==> src/rtl/al422_frame_writer.sv <==
// al422_frame_writer
// Write side of the AL422 frame FIFO. Takes a frame-marked byte stream and
// drives the AL422 write pins (WCK, /WE, /WRST, DATA). Every frame begins with
// a write-pointer reset so the panel reader always finds byte 0 at address 0.
// All outputs come straight from flops; the *_d values computed below are the
// pin levels for the state being entered.
module al422_frame_writer #(
  parameter int unsigned MAX_BYTES   = 393216,
  parameter int unsigned WRST_CYCLES = 4,
  parameter int unsigned CNT_W       = 19
) (
  input  logic             in_clk,
  input  logic             in_nrst,
  input  logic [7:0]       in_data,
  input  logic             in_valid,
  input  logic             in_sof,
  input  logic             in_eof,
  output logic             in_ready,
  output logic             al422_wck_out,
  output logic             al422_wrst_out,
  output logic             al422_we_out,
  output logic [7:0]       al422_data_out,
  output logic             frame_done,
  output logic             overflow,
  output logic [CNT_W-1:0] byte_count
);

  // Legacy-compatible state encoding.
  localparam logic [2:0] ST_IDLE  = 3'd0;
  localparam logic [2:0] ST_WRST  = 3'd1;
  localparam logic [2:0] ST_WAIT  = 3'd2;
  localparam logic [2:0] ST_WR_LO = 3'd3;
  localparam logic [2:0] ST_WR_HI = 3'd4;

  // /WRST is held low for WRST_CYCLES full WCK periods, two clocks each.
  localparam int unsigned WRST_CLKS  = 2 * WRST_CYCLES;
  localparam int unsigned WRST_CNT_W = (WRST_CLKS > 2) ? $clog2(WRST_CLKS) : 1;
  localparam logic [WRST_CNT_W-1:0] WRST_LAST = WRST_CNT_W'(WRST_CLKS - 1);
  localparam logic [CNT_W-1:0]      MAX_CNT   = CNT_W'(MAX_BYTES);

  // State and pin flops.
  logic [2:0]            state_q, state_d;
  logic [WRST_CNT_W-1:0] wrst_cnt_q, wrst_cnt_d;
  logic                  wck_q, wck_d;
  logic                  wrst_q, wrst_d;
  logic                  we_q, we_d;
  logic [7:0]            data_q, data_d;
  logic                  ready_q, ready_d;
  logic                  frame_done_q, frame_done_d;
  logic                  overflow_q, overflow_d;
  logic [CNT_W-1:0]      byte_count_q, byte_count_d;

  // Holding register: the accepted byte and its eof flag.
  logic [7:0]            hold_data_q, hold_data_d;
  logic                  hold_eof_q, hold_eof_d;

  // Transition requests raised by the state decode and applied in one place.
  logic                  accept;
  logic                  capture;
  logic                  go_wrst;
  logic                  go_wr_lo;

  assign accept = in_valid & ready_q;

  // Next-state and next-pin computation.
  always_comb begin
    // NOTE: every variable gets a default first so no path leaves one
    // unassigned; an unassigned path in always_comb would infer a latch.
    state_d      = state_q;
    wrst_cnt_d   = wrst_cnt_q;
    wck_d        = wck_q;
    wrst_d       = wrst_q;
    we_d         = we_q;
    data_d       = data_q;
    ready_d      = ready_q;
    frame_done_d = 1'b0;
    overflow_d   = overflow_q;
    byte_count_d = byte_count_q;
    hold_data_d  = hold_data_q;
    hold_eof_d   = hold_eof_q;
    capture      = 1'b0;
    go_wrst      = 1'b0;
    go_wr_lo     = 1'b0;

    case (state_q)
      ST_IDLE: begin
        // Bytes outside a frame are consumed and dropped with no pin activity.
        ready_d = 1'b1;
        if (accept && in_sof) begin
          capture = 1'b1;
          go_wrst = 1'b1;
        end
      end

      ST_WRST: begin
        if (wrst_cnt_q == WRST_LAST) begin
          go_wr_lo = 1'b1;
        end else begin
          wrst_cnt_d = wrst_cnt_q + WRST_CNT_W'(1);
          wck_d      = ~wck_q;
        end
      end

      ST_WAIT: begin
        if (accept) begin
          capture  = 1'b1;
          go_wrst  = in_sof;
          go_wr_lo = ~in_sof;
        end
      end

      ST_WR_LO: begin
        // Rising WCK edge: the AL422 latches the byte if /WE is low.
        state_d = ST_WR_HI;
        wck_d   = 1'b1;
        ready_d = ~hold_eof_q;
        if (!we_q) begin
          byte_count_d = byte_count_q + CNT_W'(1);
        end
      end

      ST_WR_HI: begin
        if (hold_eof_q) begin
          state_d      = ST_IDLE;
          frame_done_d = 1'b1;
          wck_d        = 1'b0;
          we_d         = 1'b1;
          ready_d      = 1'b1;
        end else if (accept) begin
          capture  = 1'b1;
          go_wrst  = in_sof;
          go_wr_lo = ~in_sof;
        end else begin
          state_d = ST_WAIT;
          wck_d   = 1'b0;
          we_d    = 1'b1;
          ready_d = 1'b1;
        end
      end

      default: begin
        state_d = ST_IDLE;
        wck_d   = 1'b0;
        wrst_d  = 1'b1;
        we_d    = 1'b1;
        ready_d = 1'b0;
      end
    endcase

    if (capture) begin
      hold_data_d = in_data;
      hold_eof_d  = in_eof;
    end

    // Frame start: a new write-pointer reset; a frame in progress is abandoned.
    if (go_wrst) begin
      state_d      = ST_WRST;
      wrst_cnt_d   = '0;
      wrst_d       = 1'b0;
      wck_d        = 1'b0;
      we_d         = 1'b1;
      ready_d      = 1'b0;
      byte_count_d = '0;
      overflow_d   = 1'b0;
    end

    // Present the held byte with WCK low; a full FIFO turns the write into a drop.
    if (go_wr_lo) begin
      state_d = ST_WR_LO;
      wrst_d  = 1'b1;
      wck_d   = 1'b0;
      ready_d = 1'b0;
      data_d  = hold_data_d;
      if (byte_count_q == MAX_CNT) begin
        we_d       = 1'b1;
        overflow_d = 1'b1;
      end else begin
        we_d = 1'b0;
      end
    end
  end

  // State, pin and holding registers; reset forces the pins idle at once.
  always_ff @(posedge in_clk or negedge in_nrst) begin
    if (!in_nrst) begin
      // NOTE: the holding register is reset as well; it is a handful of
      // flops, not a RAM, and a known value keeps the data pins defined.
      state_q      <= ST_IDLE;
      wrst_cnt_q   <= '0;
      wck_q        <= 1'b0;
      wrst_q       <= 1'b1;
      we_q         <= 1'b1;
      data_q       <= '0;
      ready_q      <= 1'b0;
      frame_done_q <= 1'b0;
      overflow_q   <= 1'b0;
      byte_count_q <= '0;
      hold_data_q  <= '0;
      hold_eof_q   <= 1'b0;
    end else begin
      // NOTE: non-blocking assignments so every flop samples the values from
      // before this edge, independent of statement order.
      state_q      <= state_d;
      wrst_cnt_q   <= wrst_cnt_d;
      wck_q        <= wck_d;
      wrst_q       <= wrst_d;
      we_q         <= we_d;
      data_q       <= data_d;
      ready_q      <= ready_d;
      frame_done_q <= frame_done_d;
      overflow_q   <= overflow_d;
      byte_count_q <= byte_count_d;
      hold_data_q  <= hold_data_d;
      hold_eof_q   <= hold_eof_d;
    end
  end

  assign in_ready       = ready_q;
  assign al422_wck_out  = wck_q;
  assign al422_wrst_out = wrst_q;
  assign al422_we_out   = we_q;
  assign al422_data_out = data_q;
  assign frame_done     = frame_done_q;
  assign overflow       = overflow_q;
  assign byte_count     = byte_count_q;

endmodule

==> config.mk <==
export PLATFORM = sky130hd
export DESIGN_NAME = al422_frame_writer
export DESIGN_NICKNAME = d
export VERILOG_FILES = /design/src/rtl/al422_frame_writer.sv
export SDC_FILE = /design/constraint.sdc
export NUM_CORES = 1
export LEC_CHECK = 0
export CORE_ASPECT_RATIO = 1.2
export CORE_MARGIN = 4
export CORE_UTILIZATION = 55
export CTS_CLUSTER_DIAMETER = 200
export CTS_CLUSTER_SIZE = 24
export DETAILED_ROUTE_END_ITERATION = 8
export PLACE_DENSITY = 0.84
export SYNTH_ARGS = -nofsm -noshare
export SYNTH_HDL_FRONTEND = slang
export SYNTH_SLANG_ARGS = --single-unit
export TNS_END_PERCENT = 10
==> constraint.sdc <==
create_clock -name in_clk -period 6 [get_ports in_clk]
set_clock_uncertainty 0.2 [all_clocks]
set_input_delay 0.6 -clock in_clk [delete_from_list [all_inputs] [get_ports in_clk]]
set_output_delay 0.6 -clock in_clk [all_outputs]
set_load 0.02 [all_outputs]
==> results of run 1 <==
==> where the power goes <==
group          leakage, nW  internal [mW]  switching, mW
clock network       0.0541          0.123          0.107
logic                0.559          0.258          0.239
registers            0.616          0.440          0.112
==> final timing paths <==
kind	cells after the start	endpoint	slack, ps
worst max-delay path	5	al422_we_out	3460
worst min-delay path	1	byte_count[16]	270
worst max register to register	4	al422_we_out	3590
worst min register to register	1	hold_data_q[5]	300
max in group asynchronous	1	byte_count[0]	4690
min in group in_clk	1	hold_data_q[5]	300
==> cells by family (layout without fill, tap and decap cells) <==
| kind of cell | Yosys count | count (layout) | share of synthesized area (%) |
|---|---|---|---|
| buf+inv | 17 | 61 | 3.45 |
| compound gates | 36 | 36 | 10.6 |
| xor+xnor | 4 | 4 | 1.48 |
| mux | 20 | 20 | 9.44 |
| flops | 48 | 48 | 51.0 |
| fa+ha+maj | 4 | 4 | 2.12 |
| simple gates | 84 | 84 | 21.9 |
==> layer usage <==
metal	track usage [%]	vias up	wire length, µm	part of all wire [%]
met1	25.9	923	2110	42
met2	35.0	56	2610	52
met5	0	-	0	0
met3	4.65	7	267	5.3
met4	6.96	0	68	1.3
li1	-	882	-	-
==> layout make-up <==
| type | count | area, µm² | area share (%) |
|---|---|---|---|
| clock buffers | 5 | 68.8 | 2.34 |
| clock inverters | 3 | 42.5 | 1.45 |
| inverters | 7 | 26.3 | 0.895 |
| multi-input cells | 148 | 1070 | 36.6 |
| flip-flops and latches | 48 | 1200 | 41.0 |
| well taps | 54 | 67.6 | 2.30 |
| repair buffers | 46 | 453 | 15.4 |
==> per-stage QoR <==
stage | instances | instance area, µm² | setup WS, ps
finish | 311 | 2940 | 3460
global route | 311 | 2940 | 3320
CTS | 311 | 2940 | 3440
detailed placement | 303 | 2830 | 3130
global placement | 303 | 2830 | 3200
floorplan | 213 | 2360 | 3860
==> worst max-delay path, stage by stage <==
cell and delay [ps]:
clkdlybuf4s50_1 450, and3b_1 310, and4b_1 880, or3_1 200, mux2_2 140
==> cell usage in the layout (no fill, tap or decap), drive strengths merged, types with 2 or more instances in the layout <==
master          n
buf             2
o31ai           3
ha              4
nand3           6
nand4           6
o21ai           5
clkbuf          5
mux2           18
nor2           11
a21oi          13
o211ai          6
dfstp           2
and3            2
or4            10
or4b            3
inv             7
nand2b          2
nand2          19
nor4b           2
xor2            2
dfrtp          46
mux2i           2
clkdlybuf4s50  44
nor4            2
xnor2           2
o41ai           3
nor3            3
or3             6
and4            4
==> sequential cells by signal, summed over array words and instances (netlist names) <==
signal,flops
wrst_cnt_q,3
byte_count,19
state_q,3
al422_wrst_out,1
al422_we_out,1
in_ready,1
hold_eof_q,1
al422_wck_out,1
al422_data_out,8
overflow,1
hold_data_q,8
frame_done,1
==> impl_metrics.yaml, run 1 <==
run:
  max-cap-violations: 0
sta:
  slew_headroom_pct: 31.3
  fmax_ghz: 0.393
  fin_crit_sh_pct: 42.4
  holdWs_ps: 271
  slew_viol_final: 0
  rsz0062_at_grt: "no"
  fin_crit_ps: 2540
  setup_viol: 0
  worst_pin_slew_ps: 1030
  finalHoldViolations: 0
  setup_tns_ps: 0
final_layout:
  fin_util_pct: 72.8
  diodes: 0
  drive_gt1_share_pct: 12.8
  fill_cells: 293
  area_delta_synth_final_pct: 24.4
  final_nets: 273
global_route:
  grt_max_degree: 49
  grt_pass1_vias: 1788
  grt_pass1_wl_um: 8510
  grt_overflow: 0
  antenna_found_initial: 0
  grt_util_all_layers_pct: 20.7
clocking:
  cts_root_buf: "clkbuf_8"
  cts_tree: "yes"
  cts_buffer_depth: 2
  cts_resized: 0
  path_clk_slew_ps: 90
  numCtsBuffers: 5
  cts-htree-levels: 2
  post_cts_buffers: 0
  cts.sinks: 48
  insertion_delay_ps: 300
  cts_hold_buffers: 0
synth:
  syn_inst: 213
  ys_top_cells_by_area: "dfrtp_1, mux2_2, or4_1"
  synth_edf_count: 0
  syn-mean-instance-area_um2: 11.1
  ys_ff_latch: 48
  ys_top_cells_by_count: "dfrtp_1, nand2_1, mux2_2"
  yosys_most_used_dff: "dfrtp_1"
  netlist_area_um2: 2360
  synth_top_area_share_pct: 48.8
  synth_nets: 230
  async_flop_share_pct: 100
  synth_most_common_cell: "dfrtp_1"
  ys_seq_area_share_pct: 51.0
  ys.warnings.count: 0
  synth.distinct_cells: 47
  synth_top_cell_by_area: "dfrtp_1"
pwr:
  p_per_area_nw_per_um2: 436
  peakVddDrop_mv: 0.239
  p_total_mw: 1.28
  leakage_nw: 1.23
detailed_routing:
  ant_nets: 0
  routedWlPerCell_um: 16.3
  vias: 1868
  drc: 0
  drtIter0Drc: 100
  dr.pass1.iters: 6
  routed_wl_um: 5060
  avgViaCountPerCell: 6.01
placement:
  hpwl_um: 3490
  place_congestion: 0.779
  port_buffers: 45
die:
  die_h_um: 79.8
  start_util_pct: 58.5
  core-area_um2: 4040
  die-width_um: 67.8
  ios: 46
  dieArea_um2: 5410
  rows: 25
worst_setup_path:
  crit_arrival_ps: 2590
  required_ps: 6050
  crit_fanout: 27
  rr_startpoint: "state_q[2]"
  worstSetupStartpoint: "in_valid"
  critPathKind: "in -> reg"
  start_kind: "input pin"
  crit_path_end_kind: "flop"
outcome:
  run_status: "finished, final reports clean"
hold_path:
  hold_class: "in -> async"
Note: power is estimated with default switching activity, not from simulation.
==> run 2: changes to the inputs <==
- CORE_UTILIZATION: 55 -> 46
- PLACE_DENSITY: 0.84 -> 0.75
- clock period: 6 -> 2.2 ns (I/O delays scaled with it)
==> run 2 against run 1 <==
Sequential cell count is the same. Final cell count grew 7.7%. Combinational power grew to 3.0 times the previous value. Final area grew 4.8%. Critical path depth is the same. Setup slack lost 3300 ps. Wire length grew 3.8%. Non-clock buffer count grew 18. Sequential share of layout area shrank 1.9 points. Via count grew 2.2%. Register-to-register slack lost 3500 ps. Critical path type is now reg -> reg.
==> impl_metrics.yaml, run 2 (synthesized netlist as in run 1, its figures left out) <==
outcome:
  run_status: "finished, final reports clean"
clocking:
  insertion_delay_ps: 300
  cts_root_buf: "clkbuf_8"
  cts_buffer_depth: 2
  numCtsBuffers: 5
  cts-htree-levels: 2
  cts.sinks: 48
  cts_tree: "yes"
  path_clk_slew_ps: 90
worst_setup_path:
  start_kind: "flop"
  path_buf_inv: 1
  required_ps: 2230
  crit_fanout: 10
  cp_slowest_cell: "dfrtp_1"
  slowest_delay_ps: 500
  cp_cell_sequence: "and4bb_2, buf_4, nand4_4, or4_1, a21oi_1"
  crit_path_end_kind: "flop"
  critPathKind: "reg -> reg"
  crit_arrival_ps: 2110
  path_delay_family: "simple AND/OR/NAND/NOR gates"
final_layout:
  largest_reg_flops: 19
  multiInputGateArea_um2: 1070
  area_delta_synth_final_pct: 30.4
  final_common_cell: "dfrtp_1"
  final_area_um2: 3080
  fin_util_pct: 62.3
  stdcell_count: 335
  layout_common_cells: "dfrtp_1, clkdlybuf4s50_1, nand2_1"
  final_nets: 291
  fill_cells: 415
  diodes: 0
  drive_gt1_share_pct: 18.2
  seqCellArea_um2: 1200
detailed_routing:
  drt-met1-wl_um: 2190
  dr_wl_met3_um: 307
  vias: 1909
  routed.top_layer: "met4"
  drc: 0
  drtIter0Drc: 100
  routedWlPerCell_um: 15.7
  avgViaCountPerCell: 5.70
  ant_nets: 0
  dr.pass1.iters: 4
  routed_wl_um: 5250
  route.met2.wl_um: 2690
sta:
  fin_ws_ps: 117
  finalHoldViolations: 0
  worst_pin_slew_ps: 570
  fin_crit_sh_pct: 94.7
  slew_viol_final: 0
  fin_crit_ps: 2080
  fmax_ghz: 0.480
  slew_headroom_pct: 61.9
  rsz0062_at_grt: "no"
  setup_viol: 0
global_route:
  grt_pass1_vias: 2006
  grt_util_all_layers_pct: 18.8
  antenna_found_initial: 0
  grt_max_degree: 49
  grt_overflow: 0
  grt_pass1_wl_um: 9460
pwr:
  leakage_nw: 1.31
  peakVddDrop_mv: 0.778
  p_total_mw: 3.49
  p_per_area_nw_per_um2: 1140
die:
  start_util_pct: 47.8
  dieArea_um2: 6340
  die-width_um: 73.4
  ios: 46
  core-area_um2: 4940
  die_h_um: 86.5
  rows: 28
run:
  max-cap-violations: 0
placement:
  port_buffers: 45
  placed_area_um2: 2970
  place_congestion: 0.857
  place_worst_setup_slack_ps: -59.9
  dp.cells: 326
  hpwl_um: 3870
hold_path:
  hold_class: "in -> async"
-- run 2: power by group --
part	switching, mW	leakage, nW	internal, mW	total [mW]
clock	0.293	0.0445	0.256	0.549
combinational	0.720	0.652	0.775	1.49
sequential	0.248	0.616	1.20	1.45
-- run 2: path summary, 6_finish.rpt --
| kind | start | endpoint | slack, ps | cells after the start |
|---|---|---|---|---|
| worst min register to register | al422_data_out[7] | al422_data_out[7] | 290 | 1 |
| max in group asynchronous | in_nrst | al422_wrst_out | 1280 | 3 |
| worst max register to register | state_q[2] | byte_count[18] | 120 | 5 |
| worst max-delay path | state_q[2] | byte_count[18] | 120 | 5 |
| min in group in_clk | al422_data_out[7] | al422_data_out[7] | 290 | 1 |
| worst min-delay path | in_nrst | byte_count[16] | 210 | 3 |
-- run 2: layout make-up --
class                      instances  share of cell area [%]
timing repair buffer              64                    19.6
clock inverter                     1                   0.244
tap                               60                    2.44
inverter                           7                   0.854
multi-input combinational        148                    34.9
clock buffer                       7                    2.81
sequential                        48                    39.1
-- run 2: timing repair --
action,CTS,global route
hold buffers,1,0
endpoints found under the hold margin,48,0
resized for setup,0,1
setup endpoints to repair,0,2
buffers inserted,0,0
-- run 2: worst min-delay path: stages --
cell and delay, ps:
dlygate4sd3_1 510, buf_2 120, buf_12 240
-- run 2: routing by layer --
metal,track usage (%),vias to the layer above
met5,0,-
met4,5.93,0
met3,4.99,8
met2,31.4,50
met1,23.6,933
li1,-,918
-- run 2: metrics by stage --
stage               TNS [ps]  hold slack, ps
floorplan                  0            -276
global placement       -14.9            21.9
detailed placement      -230            24.7
CTS                        0             231
global route               0             241
finish                     0             209
